[config.mk]
export PLATFORM = sky130hd
export DESIGN_NAME = parking_occupancy_counter
export DESIGN_NICKNAME = d
export VERILOG_FILES = /design/src/rtl/parking_pkg.sv /design/src/rtl/bcd_digit_updown.sv /design/src/rtl/parking_occupancy_counter.sv
export SDC_FILE = /design/constraint.sdc
export NUM_CORES = 1
export LEC_CHECK = 0
export BUFFER_PORTS_ARGS = -buffer_cell sky130_fd_sc_hd__buf_4
export CAP_MARGIN = 20
export CELL_PAD_IN_SITES_DETAIL_PLACEMENT = 1
export CELL_PAD_IN_SITES_GLOBAL_PLACEMENT = 2
export CORE_MARGIN = 2
export CORE_UTILIZATION = 37
export DETAILED_ROUTE_END_ITERATION = 8
export HOLD_SLACK_MARGIN = 0.15
export PLACE_DENSITY = 0.9
export SLEW_MARGIN = 40
export SYNTH_ARGS = -nofsm -noshare
export SYNTH_HDL_FRONTEND = slang
export SYNTH_SLANG_ARGS = --single-unit
export TNS_END_PERCENT = 10
[constraint.sdc]
create_clock -name clk -period 3.8 [get_ports clk]
set_input_delay 0.38 -clock clk [delete_from_list [all_inputs] [get_ports clk]]
set_output_delay 0.38 -clock clk [all_outputs]
set_load 0.02 [all_outputs]
[src/rtl/parking_pkg.sv]
// Shared definitions for the car-park occupancy counter: the capacity ceiling,
// the BCD digit type and the encoding of entry/exit events.
package parking_pkg;

    localparam int PARK_CAPACITY_MAX = 99;

    typedef logic [3:0] bcd_digit_t;

    // The encoding is the concatenation {inc_ev, dec_ev}.
    typedef enum logic [1:0] {
        EV_NONE = 2'b00,
        EV_OUT  = 2'b01,
        EV_IN   = 2'b10,
        EV_BOTH = 2'b11
    } park_event_e;

    function automatic park_event_e decode_event(input logic inc_ev, input logic dec_ev);
        return park_event_e'({inc_ev, dec_ev});
    endfunction

endpackage

[src/rtl/bcd_digit_updown.sv]
// One decimal digit that counts up or down in step with the binary count.
// carry/borrow flag the 9->0 and 0->9 transitions for the next digit up.
module bcd_digit_updown
    import parking_pkg::*;
(
    input  logic       clk,
    input  logic       rst_n,
    input  logic       clr,
    input  logic       up,
    input  logic       down,
    output bcd_digit_t q,
    output logic       carry,
    output logic       borrow
);

    assign carry  = up   & (q == 4'd9);
    assign borrow = down & (q == 4'd0);

    // NOTE: state registers use non-blocking assignments so every flop
    // samples pre-edge values, regardless of block evaluation order.
    always_ff @(posedge clk or negedge rst_n) begin
        if (!rst_n) begin
            q <= '0;
        end else if (clr) begin
            q <= '0;
        end else if (up) begin
            q <= carry ? 4'd0 : q + 4'd1;
        end else if (down) begin
            q <= borrow ? 4'd9 : q - 4'd1;
        end
    end

endmodule

[src/rtl/parking_occupancy_counter.sv]
// Counts parked cars from edge-detected entry/exit events, saturating at 0 and
// CAPACITY, with a lockstep BCD mirror, full/empty decodes and sticky error flags.
module parking_occupancy_counter
    import parking_pkg::*;
#(
    parameter int CAPACITY = 99,
    parameter int CNT_W    = 7
) (
    input  logic             clk,
    input  logic             rst_n,
    input  logic             inc,
    input  logic             dec,
    input  logic             clr,
    output logic [CNT_W-1:0] count,
    output bcd_digit_t       bcd_tens,
    output bcd_digit_t       bcd_ones,
    output logic             full,
    output logic             empty,
    output logic             err_over,
    output logic             err_under
);

    if (CAPACITY < 1 || CAPACITY > PARK_CAPACITY_MAX || CAPACITY >= (1 << CNT_W)) begin : g_bad_capacity
        $error("parking_occupancy_counter: CAPACITY %0d illegal for CNT_W %0d", CAPACITY, CNT_W);
    end

    localparam logic [CNT_W-1:0] CAP_COUNT = CNT_W'(CAPACITY);

    logic        inc_q;
    logic        dec_q;
    logic        do_inc;
    logic        do_dec;
    logic        ones_carry;
    logic        ones_borrow;
    logic        tens_carry;
    logic        tens_borrow;
    park_event_e ev;

    assign ev    = decode_event(inc & ~inc_q, dec & ~dec_q);
    assign full  = (count == CAP_COUNT);
    assign empty = (count == '0);

    // A simultaneous in/out (EV_BOTH) nets to zero and never moves the count.
    assign do_inc = ~clr & (ev == EV_IN)  & ~full;
    assign do_dec = ~clr & (ev == EV_OUT) & ~empty;

    always_ff @(posedge clk or negedge rst_n) begin
        if (!rst_n) begin
            inc_q     <= 1'b0;
            dec_q     <= 1'b0;
            count     <= '0;
            err_over  <= 1'b0;
            err_under <= 1'b0;
        end else begin
            inc_q <= inc;
            dec_q <= dec;
            if (clr) begin
                count     <= '0;
                err_over  <= 1'b0;
                err_under <= 1'b0;
            end else begin
                if (do_inc) begin
                    count <= count + CNT_W'(1);
                end else if (do_dec) begin
                    count <= count - CNT_W'(1);
                end
                if (ev == EV_IN && full) begin
                    err_over <= 1'b1;
                end
                if (ev == EV_OUT && empty) begin
                    err_under <= 1'b1;
                end
            end
        end
    end

    bcd_digit_updown u_ones (
        .clk    (clk),
        .rst_n  (rst_n),
        .clr    (clr),
        .up     (do_inc),
        .down   (do_dec),
        .q      (bcd_ones),
        .carry  (ones_carry),
        .borrow (ones_borrow)
    );

    bcd_digit_updown u_tens (
        .clk    (clk),
        .rst_n  (rst_n),
        .clr    (clr),
        .up     (ones_carry),
        .down   (ones_borrow),
        .q      (bcd_tens),
        .carry  (tens_carry),
        .borrow (tens_borrow)
    );

    // Saturation keeps the count within 0..99, so the tens digit never rolls.
    a_tens_no_roll : assert property (@(posedge clk) disable iff (!rst_n)
        !(tens_carry || tens_borrow));

endmodule

==> run metrics <==
status=completed; synth warn=0; top cell type by total area after synthesis=dfrtp_1; Top Ports=24; Critical Path, Cell by Cell=nand4_2 > nor4_4 > or3_1 > inv_2 > fa_1 > nor2b_1 > o31ai_1 > a21oi_1 > mux2i_1 > o22a_1; syn_nets=~190; via count=around 1400; largest net degree at the start of global routing=20; Max Fclk=roughly 0.32 GHz; worst-margin pin slew=roughly 0.75 ns; Pwr Density=roughly 550 nW/µm²; DRC violations left=0; worst min-delay path category=in2reg; GRT Residual Overflow=0; layout cell share with drive strength beyond 1=20.7%; Max FO, Critical Path=14; area of the mapped netlist=between 1500 and 2000 µm²; fin. max-slew vios=0; ys flop type=dfrtp_1; CTS Root Cell=clkbuf_8; relative max-transition margin=50.0%; Design Power=approximately 0.98 mW; vias per inst=between 5 and 6; CP Capture Type=flop; diode count=0; Avg WL per Cell=17.8 µm; Worst Path Class, Setup=reg2reg; CTS Buffer Depth=2; DR pass1 iterations=4; maximum vdd drop=roughly 210 µV; ANT nets after route=0; Syn Inst Count=166; Seq/Total Area, Yosys=a little under a third; first-pass GRT wire length=~7.1 mm; Worst Path Required=4.01 ns; Yosys cell types=between 40 and 50; max incr delay on CP=around 0.52 ns; Post-synth EDFFs=0; Final nets=209; Final Hold Fails=0; startpoint types=flop; floorplan row count=23; TritonCTS Sinks=19; input/output buffers=23; CP arrival=around 3.3 ns; Setup Fix Bufs, Post-CTS=0; area grow syn2layout=15.4%; GRT Resource Usage Total=around a fifth; Synth area leaders=dfrtp_1, ha_1, inv_1; Iteration-0 DRC Markers=between 70 and 80; Async SR Flop Fraction=between 90% and 100%; core area=around 4000 µm²; CTS buffer count=3; CP delay by family, top=simple AND/OR/NAND/NOR gates; DP HPWL=approximately 3.2 mm; die width=68.5 µm; syn_area_per_cell=9.28 µm²; CTS tree=yes; final number of setup-violating endpoints=0; Max Cap Viol=0; Initial Util=between 30% and 40%; Setup TNS Final=0 ns; die area=4690 µm²; WP buf/inv=1; CP max stage cell=or3_1; routability cong.=~0.81; H-tree depth=1; die height=68.5 µm; initial antenna violation count=0; worst hold margin=~0.23 ns; Yosys reg bits=19; Fin Clk Skew=between 0.003 and 0.004 ns; Final min period=a little over 3 ns; Yosys top cell area share=between 30% and 40%; drt total wl=between 4 and 5 mm; post-layout util=~44%; clock latency on the worst-skew pair=0.26 ns; Final period util=between 80% and 90%; Reg clk slew, reported paths=approximately 0.080 ns; unrepaired setup endpoints after global routing=false; vias in the first global route=roughly 1400; leak pwr=slightly below 0.8 nW; # resized after CTS=0
==> report_power, final <==
| group | total, mW | switching (mW) | internal (mW) |
|---|---|---|---|
| registers | 0.323 | 0.0820 | 0.241 |
| logic | 0.509 | 0.290 | 0.219 |
| clock network | 0.150 | 0.0771 | 0.0732 |
==> layer usage <==
metal | share of wire, % | GRT usage (%) | vias to the layer above | wire length (µm)
met5 | 0 | 0 | - | 0
met4 | 0.90 | 5.25 | 0 | 38
met3 | 3.8 | 2.76 | 4 | 161
met2 | 46 | 33.1 | 29 | 1970
met1 | 49 | 28.5 | 664 | 2070
li1 | - | - | 665 | -
==> cell type report <==
| type | instances | area [µm²] |
|---|---|---|
| Inverter | 14 | 52.6 |
| Tap cell | 50 | 62.6 |
| Sequential cell | 19 | 475 |
| Clock inverter | 1 | 5.00 |
| Fill cell | 485 | 2220 |
| Clock buffer | 3 | 41.3 |
| Multi-Input combinational cell | 126 | 950 |
| Timing Repair Buffer | 25 | 190 |
==> worst register-to-register path, stage by stage (launching register included) <==
cell	delay (ns)
dfrtp_1	0.48
nand4_2	0.14
nor4_4	0.43
or3_1	0.52
inv_2	0.10
fa_1	0.43
nor2b_1	0.17
o31ai_1	0.10
a21oi_1	0.27
mux2i_1	0.23
o22a_1	0.16
==> worst paths after layout <==
path / start / slack [ns] / depth (start not counted) / end
max: count[1] / 0.71 / 10 / count[6]
min: dec / 0.23 / 1 / dec_q
max reg2reg: count[1] / 0.71 / 10 / count[6]
min reg2reg: err_over / 0.52 / 2 / err_over
max in group asynchronous: rst_n / 3.06 / 2 / u_tens.q[3]
min in group asynchronous: rst_n / 0.53 / 2 / count[4]
==> flip-flops by register name (all words and copies together), names as in the netlist <==
register	count
u_ones.q	4
err_under	1
count	7
inc_q	1
dec_q	1
u_tens.q	4
err_over	1
==> metrics by stage <==
stage                     area (µm²)  instances  setup WS (ns)
after floorplan                 1540        166          0.975
after global placement          1720        233          0.893
after detailed placement        1720        233          0.735
after CTS                       1780        238          0.725
after global routing            1780        238          0.379
final                           1780        238          0.714
==> repair_timing <==
item,4_1_cts,5_1_grt
hold buffers,1,0
endpoints found under the hold margin,19,0
endpoints found under the setup margin,0,0
==> kinds of logic (layout without fill, tap and decap cells) <==
logic type	Yosys count	count (layout)	share of synthesized area, %
and+or+nand+nor	54	54	19.5
AOI/OAI and AO/OA	48	48	24.0
buffers and inverters	21	43	7.47
DFF	19	19	30.9
adders and majority gates	15	15	12.7
xor gates and xnor gates	5	5	2.84
muxes	4	4	2.60
==> cells in the mapped netlist (all sizes together) (2+ instances only) <==
cell type,instances
nor3,4
inv,14
buf,7
xnor2,3
nor4,4
o22ai,3
a22o,6
o2111ai,2
mux2i,4
nand4,2
o31ai,2
nand2b,3
xor2,2
ha,14
nand2,13
nor2b,3
a31oi,4
nor2,11
nor4b,2
a21oi,6
o32ai,2
o211ai,2
o21ai,8
o21a,2
dfrtp,19
nand3,9
or3,3
==> layout by cell type (no fill, tap or decap), types with 3 or more instances in the layout <==
master    count
buf_4        24
a22o_1        5
inv_1        13
nand3_1       9
nor3_1        4
a31oi_1       4
clkbuf_8      3
o21ai_0       7
o22ai_1       3
dfrtp_1      19
nor4_1        3
nand2b_1      3
nor2b_1       3
a21oi_1       6
ha_1         14
xnor2_1       3
nor2_1       11
or3_1         3
mux2i_1       4
nand2_1      13
No activity file was read; power rests on OpenSTA's default activity.
